--- src/rtl/hawk_att_lkp_eng.sv ---
// hawk_att_lkp_eng
// ----------------
// Services one host-PPA lookup at a time against the Address Translation
// Table (ATT) in the HACD DRAM region.
//
// For each lookup the block issues a single-beat AXI4 read of the ATT line
// and tests the status bit of the entry. On a miss it reads the free-list
// head entry with a second single-beat read, then pops that entry. There is
// never more than one AXI transaction outstanding.
//
// Optional build macro: HAWK_ATT_LKP_CACHE_EN
//   When defined, a one-entry {hppa, way} cache holds the last ATT hit.
//   A repeat request for that hppa completes without any AXI traffic.
//   The cache is invalidated by any allocation or by any head load.
//
// Ports:
//   clk_i, rst_ni        clock; asynchronous active-low reset
//   lkp_req_i/hppa_i     lookup request and host page index (sampled in IDLE)
//   lkp_busy_o           high whenever the engine is not idle
//   lkp_done_o           one-cycle completion pulse
//   lkp_hit_o/alloc_o    result flags, qualified by lkp_done_o
//   lkp_way_o            hit or allocated way, held until the next request
//   lkp_err_o            00 ok, 01 AXI error / bad burst, 10 free list empty
//   fl_head_ld_i/val_i   free-list head load (honoured in IDLE only)
//   fl_head_o            current free-list head (0 = NULL)
//   m_ar*, m_r*          AXI4 read-address and read-data channels (master side)
module hawk_att_lkp_eng #(
    parameter int          ADDR_W    = 64,
    parameter int          DATA_W    = 512,
    parameter int          ID_W      = 4,
    parameter int          AXI_ID    = 0,
    parameter int          HPPA_W    = 32,
    parameter int          WAY_W     = 48,
    parameter int          IDX_W     = 32,
    parameter logic [63:0] ATT_BASE  = 64'h0,
    parameter logic [63:0] LIST_BASE = 64'h10000
) (
    input  logic              clk_i,
    input  logic              rst_ni,
    input  logic              lkp_req_i,
    input  logic [HPPA_W-1:0] lkp_hppa_i,
    output logic              lkp_busy_o,
    output logic              lkp_done_o,
    output logic              lkp_hit_o,
    output logic              lkp_alloc_o,
    output logic [WAY_W-1:0]  lkp_way_o,
    output logic [1:0]        lkp_err_o,
    input  logic              fl_head_ld_i,
    input  logic [IDX_W-1:0]  fl_head_val_i,
    output logic [IDX_W-1:0]  fl_head_o,
    output logic              m_arvalid_o,
    output logic [ADDR_W-1:0] m_araddr_o,
    output logic [ID_W-1:0]   m_arid_o,
    output logic [7:0]        m_arlen_o,
    output logic [2:0]        m_arsize_o,
    output logic [1:0]        m_arburst_o,
    input  logic              m_arready_i,
    input  logic              m_rvalid_i,
    input  logic [DATA_W-1:0] m_rdata_i,
    input  logic [1:0]        m_rresp_i,
    input  logic              m_rlast_i,
    output logic              m_rready_o
);

    localparam int EPL   = DATA_W / 64;    // ATT entries per line
    localparam int EPL_W = $clog2(EPL);
    localparam int LPL   = DATA_W / 128;   // free-list entries per line
    localparam int LPL_W = $clog2(LPL);

    typedef enum logic [2:0] {
        S_IDLE, S_ATT_AR, S_ATT_R, S_CHECK, S_LST_AR, S_LST_R, S_DONE
    } state_t;

    state_t             r_state, w_state_next;
    logic [HPPA_W-1:0]  r_hppa;
    logic               r_att_sts;
    logic [WAY_W-1:0]   r_att_way;
    logic [IDX_W-1:0]   r_fl_head;
    logic [WAY_W-1:0]   r_way;
    logic               r_hit, r_alloc;
    logic [1:0]         r_err;

    // Slice every entry slot out of the returned line so the selected
    // slot is a plain array index.
    logic               w_att_sts_arr [EPL];
    logic [WAY_W-1:0]   w_att_way_arr [EPL];
    logic [IDX_W-1:0]   w_lst_next_arr[LPL];
    logic [WAY_W-1:0]   w_lst_way_arr [LPL];

    for (genvar gi = 0; gi < EPL; gi++) begin : g_att_slot
        assign w_att_sts_arr[gi] = m_rdata_i[gi*64];
        assign w_att_way_arr[gi] = m_rdata_i[gi*64+1 +: WAY_W];
    end
    for (genvar gi = 0; gi < LPL; gi++) begin : g_lst_slot
        assign w_lst_next_arr[gi] = m_rdata_i[gi*128 +: IDX_W];
        assign w_lst_way_arr[gi]  = m_rdata_i[gi*128+64 +: WAY_W];
    end

    // zpd_cnt and the prev link are never consumed.
    logic w_unused_rdata;
    assign w_unused_rdata = ^m_rdata_i;

    logic [EPL_W-1:0]  w_att_slot;
    logic [IDX_W-1:0]  w_lst_k;
    logic [LPL_W-1:0]  w_lst_slot;
    logic [ADDR_W-1:0] w_att_addr, w_lst_addr;
    logic              w_req_go, w_r_bad, w_c_hit;
    logic [WAY_W-1:0]  w_c_way;

    assign w_att_slot = r_hppa[EPL_W-1:0];
    assign w_lst_k    = r_fl_head - IDX_W'(1);
    assign w_lst_slot = w_lst_k[LPL_W-1:0];
    assign w_att_addr = ADDR_W'(ATT_BASE)  + (ADDR_W'(r_hppa  >> EPL_W) << 6);
    assign w_lst_addr = ADDR_W'(LIST_BASE) + (ADDR_W'(w_lst_k >> LPL_W) << 6);
    assign w_req_go   = (r_state == S_IDLE) && lkp_req_i;
    // A beat without rlast on a single-beat burst is treated like an error.
    assign w_r_bad    = (m_rresp_i != 2'b00) || !m_rlast_i;

`ifdef HAWK_ATT_LKP_CACHE_EN
    logic              r_c_valid;
    logic [HPPA_W-1:0] r_c_hppa;
    logic [WAY_W-1:0]  r_c_way;

    // A head load in the same cycle invalidates the entry, so it cannot hit.
    assign w_c_hit = r_c_valid && !fl_head_ld_i && (r_c_hppa == lkp_hppa_i);
    assign w_c_way = w_c_hit ? r_c_way : '0;

    always_ff @(posedge clk_i or negedge rst_ni) begin
        if (!rst_ni) begin
            r_c_valid <= 1'b0;
            r_c_hppa  <= '0;
            r_c_way   <= '0;
        end else if (r_state == S_IDLE && fl_head_ld_i) begin
            r_c_valid <= 1'b0;
        end else if (r_state == S_CHECK && r_att_sts) begin
            r_c_valid <= 1'b1;
            r_c_hppa  <= r_hppa;
            r_c_way   <= r_att_way;
        end else if (r_state == S_LST_R && m_rvalid_i && !w_r_bad) begin
            r_c_valid <= 1'b0;
        end
    end
`else
    assign w_c_hit = 1'b0;
    assign w_c_way = '0;
`endif

    // State register
    always_ff @(posedge clk_i or negedge rst_ni) begin
        if (!rst_ni) r_state <= S_IDLE;
        else         r_state <= w_state_next;
    end

    // Next-state logic
    always_comb begin
        w_state_next = r_state;
        case (r_state)
            S_IDLE:   if (lkp_req_i) w_state_next = w_c_hit ? S_DONE : S_ATT_AR;
            S_ATT_AR: if (m_arready_i) w_state_next = S_ATT_R;
            S_ATT_R:  if (m_rvalid_i) w_state_next = w_r_bad ? S_DONE : S_CHECK;
            S_CHECK:  w_state_next = (r_att_sts || r_fl_head == '0) ? S_DONE : S_LST_AR;
            S_LST_AR: if (m_arready_i) w_state_next = S_LST_R;
            S_LST_R:  if (m_rvalid_i) w_state_next = S_DONE;
            S_DONE:   w_state_next = S_IDLE;
            default:  w_state_next = S_IDLE;
        endcase
    end

    // Outputs decoded from state. The address comes from registers only,
    // so it is stable for the whole time arvalid is held.
    always_comb begin
        m_arvalid_o = (r_state == S_ATT_AR) || (r_state == S_LST_AR);
        m_rready_o  = (r_state == S_ATT_R)  || (r_state == S_LST_R);
        lkp_busy_o  = (r_state != S_IDLE);
        lkp_done_o  = (r_state == S_DONE);
        m_araddr_o  = '0;
        if (r_state == S_ATT_AR) m_araddr_o = w_att_addr;
        if (r_state == S_LST_AR) m_araddr_o = w_lst_addr;
    end

    assign m_arid_o    = ID_W'(AXI_ID);
    assign m_arlen_o   = 8'd0;
    assign m_arsize_o  = 3'($clog2(DATA_W / 8));
    assign m_arburst_o = 2'b01;

    // Datapath. The head load is applied before any use of the head, so a
    // request arriving with a load in the same cycle sees the new head.
    always_ff @(posedge clk_i or negedge rst_ni) begin
        if (!rst_ni) begin
            r_hppa    <= '0;
            r_att_sts <= 1'b0;
            r_att_way <= '0;
            r_fl_head <= IDX_W'(1);
            r_way     <= '0;
            r_hit     <= 1'b0;
            r_alloc   <= 1'b0;
            r_err     <= 2'b00;
        end else begin
            if (r_state == S_IDLE && fl_head_ld_i) r_fl_head <= fl_head_val_i;
            if (w_req_go) begin
                r_hppa  <= lkp_hppa_i;
                r_hit   <= w_c_hit;
                r_way   <= w_c_way;
                r_alloc <= 1'b0;
                r_err   <= 2'b00;
            end
            case (r_state)
                S_ATT_R: if (m_rvalid_i) begin
                    if (w_r_bad) begin
                        r_err <= 2'b01;
                    end else begin
                        r_att_sts <= w_att_sts_arr[w_att_slot];
                        r_att_way <= w_att_way_arr[w_att_slot];
                    end
                end
                S_CHECK: begin
                    if (r_att_sts) begin
                        r_hit <= 1'b1;
                        r_way <= r_att_way;
                    end else if (r_fl_head == '0) begin
                        r_err <= 2'b10;
                    end
                end
                S_LST_R: if (m_rvalid_i) begin
                    if (w_r_bad) begin
                        r_err <= 2'b01;
                    end else begin
                        r_way     <= w_lst_way_arr[w_lst_slot];
                        r_fl_head <= w_lst_next_arr[w_lst_slot];
                        r_alloc   <= 1'b1;
                    end
                end
                default: ;
            endcase
        end
    end

    assign lkp_hit_o   = r_hit;
    assign lkp_alloc_o = r_alloc;
    assign lkp_way_o   = r_way;
    assign lkp_err_o   = r_err;
    assign fl_head_o   = r_fl_head;

endmodule
--- config.mk ---
export PLATFORM = sky130hd
export DESIGN_NAME = hawk_att_lkp_eng
export DESIGN_NICKNAME = d
export VERILOG_FILES = /design/src/rtl/hawk_att_lkp_eng.sv
export SDC_FILE = /design/constraint.sdc
export NUM_CORES = 1
export LEC_CHECK = 0
export BUFFER_PORTS_ARGS = -buffer_cell sky130_fd_sc_hd__clkbuf_2
export CORE_AREA = 5 5 291 293
export DETAILED_ROUTE_END_ITERATION = 10
export DIE_AREA = 0 0 296 298
export GPL_ROUTABILITY_DRIVEN = 0
export GPL_TIMING_DRIVEN = 0
export HOLD_SLACK_MARGIN = 0.06
export PLACE_DENSITY = 0.38
export SLEW_MARGIN = 5
export SYNTH_ARGS = -nofsm -noshare
export SYNTH_HDL_FRONTEND = slang
export SYNTH_SLANG_ARGS = --single-unit
--- constraint.sdc ---
create_clock -name clk_i -period 3.9 [get_ports clk_i]
set_input_delay 0.195 -clock clk_i [delete_from_list [all_inputs] [get_ports clk_i]]
set_output_delay 0.195 -clock clk_i [all_outputs]
set_load 0.01 [all_outputs]
==> results.cfg <==
[final_layout]
drive_gt1_share_pct = 49.9
final_common_cell = clkbuf_2
layout.nets = 2582
fin_area_um2 = 20100
area_growth_syn_to_layout_pct = 50.5
mostFrequentLayoutCells = 585 x clkbuf_2, 186 x nand2_1, 178 x mux4_2

[power_and_ir_drop]
power_mw = 14.9
p_leak_nw = 9.30
ir_drop_mv = 0.429
pwr_density_cell_nw_per_um2 = 740

[min_path]
hold_path_depth = 3
hold_end = fl_head_o[0]
hp-start = fl_head_val_i[0]
min_path_type = primary input to register

[setup_path]
cp-end-kind = output pin
crit_arrival_ns = 4.00
crit_top_cell = or4_4
regToRegEndpoint = lkp_way_o[5]
r2r_start = r_state[2]
critPathMaxFanout = 6
cpMaxStageDelayCell = or4_4
reg2reg_slack_ns = 0.22
cp.required_ns = 3.70
rr_worst_depth = 9
critical_path.max_stage_delay_ns = 0.60
worstPathCellList = or4_4, or4_4, or4_1, a22o_1, or3_4, nor4_4, xor2_2, o21ai_2, buf_2
critPathKind = register to output pin
critPathLaunchType = register

[detailed_routing]
drc_errors = 0
initialDrtViolationCount = 1167
vias_per_cell = 4.67
num_vias = 14410
antenna_left = 0
dr.pass1.iters = 9
wire_per_inst_um = 31.0
drt_wl_total_mm = 95.7

[timing]
finalSetupTns_ns = -2.15
setup_viol_count_final = 12
period_share_pct = 108
slew_violations = 0
worst_pin_slew_ns = 1.33
hold_violations = 0
final.min_clock_period_ns = 4.20
slew_headroom_pct = 11.4
skew_ns = 0.0194
setup_ws_ns = -0.300
hold_ws_ns = 0.149
rsz0062_at_grt = yes
fmax_ghz = 0.238

[yosys]
yosysWarningCount = 0
synth-async-reset-ratio_pct = 100
yosysSeqAreaShare_pct = 31.5
syn_inst = 1232
synth-edff-count = 0
synth_area_um2 = 13400
synth_flop_cell = dfrtp_1
ys_types = 60
avgSynthCellArea_um2 = 10.8
ys_ff_latch = 168

[global_route]
track_usage_pct = 21.0
gr-total-overflow = 0
grt_pass1_vias = 15601
grt_max_degree = 69
antenna_found_initial = 29
grt_pass1_wl_mm = 128

[clock_network]
clk_path_buf_depth = 2
insertion_delay_ns = 0.51
clkTransAtPathRegs_ns = 0.09
clock-sinks = 168
h-tree-depth = 4
root_buffer = clkbuf_16
cts_buffers = 17
cts_tree = done

[placement]
place_ws_ns = -1.17
port_buffers = 583
post_dp_cell_area_um2 = 17900
dp_hpwl_mm = 77.6

[flow_run]
cap_viol_max_count = 0

[die]
die_y_um = 298
core-area_um2 = 81600
rows = 105
die_area_um2 = 88200
initial_core_util_pct = 16.4
ios = 754
die_w_um = 296

[outcome]
violations = setup timing
outcome = finished with violations
-- how the worst max path moves through the flow --
| stage | start | endpoint | slack, ns | cells after the start |
|---|---|---|---|---|
| final | fl_head_o[5] | m_araddr_o[33] | -0.30 | 9 |
| after global routing | fl_head_o[0] | m_araddr_o[33] | -0.43 | 12 |
| after CTS | fl_head_o[8] | m_araddr_o[34] | -0.46 | 12 |
| after detailed placement | fl_head_o[5] | m_araddr_o[34] | -1.17 | 10 |
| after global placement | rst_ni | r_att_way[44] | -1.19 | 1 |
| after floorplan | fl_head_o[0] | m_araddr_o[33] | 0.000008 | 14 |
-- per-layer routing --
metal | routed length, um | track usage, % | up-vias
li1 | - | - | 6122
met1 | 38800 | 26.4 | 7296
met2 | 45500 | 35.1 | 823
met3 | 8980 | 6.86 | 141
met4 | 2180 | 4.91 | 28
met5 | 196 | 0 | -
-- critical path: cells and delay by family (launching register included) --
| family | cells | cell delay (ns) |
|---|---|---|
| xor gates and xnor gates | 1 | 0.20 |
| buffers and inverters | 1 | 0.17 |
| DFF | 1 | 0.46 |
| AOI/OAI and AO/OA | 2 | 0.32 |
| and+or+nand+nor | 5 | 2.36 |
-- flip-flops by register name (all words and copies together), names as in the netlist --
name / flops
fl_head_o: 32
lkp_alloc_o: 1
lkp_err_o: 2
lkp_hit_o: 1
lkp_way_o: 48
r_att_sts: 1
r_att_way: 48
r_hppa: 32
r_state: 3
-- area by class of cell --
type	instances	area (um2)
Tap cell	1070	1340
Timing Repair Buffer	709	4140
Antenna cell	11	27.5
Buffer	152	815
Clock buffer	17	425
Fill cell	8819	61500
Inverter	54	215
Multi-Input combinational cell	892	8720
Clock inverter	15	198
Sequential cell	168	4220
-- per-stage QoR --
| stage | utilization, % | std cells |
|---|---|---|
| finish | 24.6 | 3088 |
| global route | 24.6 | 3080 |
| CTS | 24.1 | 3056 |
| detailed placement | 22.0 | 2935 |
| global placement | 21.9 | 2933 |
| floorplan | - | 1280 |
-- kinds of logic (layout without fill, tap and decap cells) --
family	after synthesis	after routing	share of synthesized area [%]
mux	261	261	36.2
buf+inv	220	947	7.80
xor+xnor	41	41	2.69
fa+ha+maj	3	3	0.281
flops	168	168	31.5
simple gates	334	334	11.3
other cells	2	61	0.0562
compound gates	203	203	10.1
-- repair_timing --
action | CTS | global route
gates resized for setup | 55 | 62
hold endpoints to repair | 108 | 0
setup endpoints to repair | 67 | 19
hold buffers | 64 | 0
pin swaps | 19 | 25
buffers inserted | 36 | 24
-- synth_stat cells (4+ instances only) --
cell type / n / area, um2
nor2_1: 56 / 210
nand3_1: 4 / 20.0
buf_2: 4 / 20.0
inv_1: 54 / 203
xor2_1: 15 / 131
clkbuf_1: 89 / 334
dfrtp_1: 167 / 4180
a22o_1: 7 / 61.3
nand4_1: 7 / 43.8
or4_1: 8 / 60.1
or3_1: 8 / 50.1
o21ai_1: 4 / 20.0
nand2_1: 186 / 698
o21ai_0: 78 / 390
a21o_1: 4 / 30.0
nor2b_1: 4 / 25.0
buf_1: 19 / 71.3
mux4_2: 178 / 4010
nor4_1: 11 / 68.8
nor3_1: 20 / 100
xnor2_1: 26 / 228
a222oi_1: 48 / 480
a21oi_1: 41 / 205
mux2i_1: 83 / 831
and2_1: 6 / 37.5
buf_4: 50 / 375
-- where the power goes --
group / leakage, nW / internal, mW / switching [mW] / total (mW)
combinational: 6.82 / 3.98 / 5.93 / 9.91
sequential: 2.18 / 2.36 / 0.652 / 3.01
clock: 0.305 / 0.933 / 1.00 / 1.94
(Power assumes the default switching activity.)
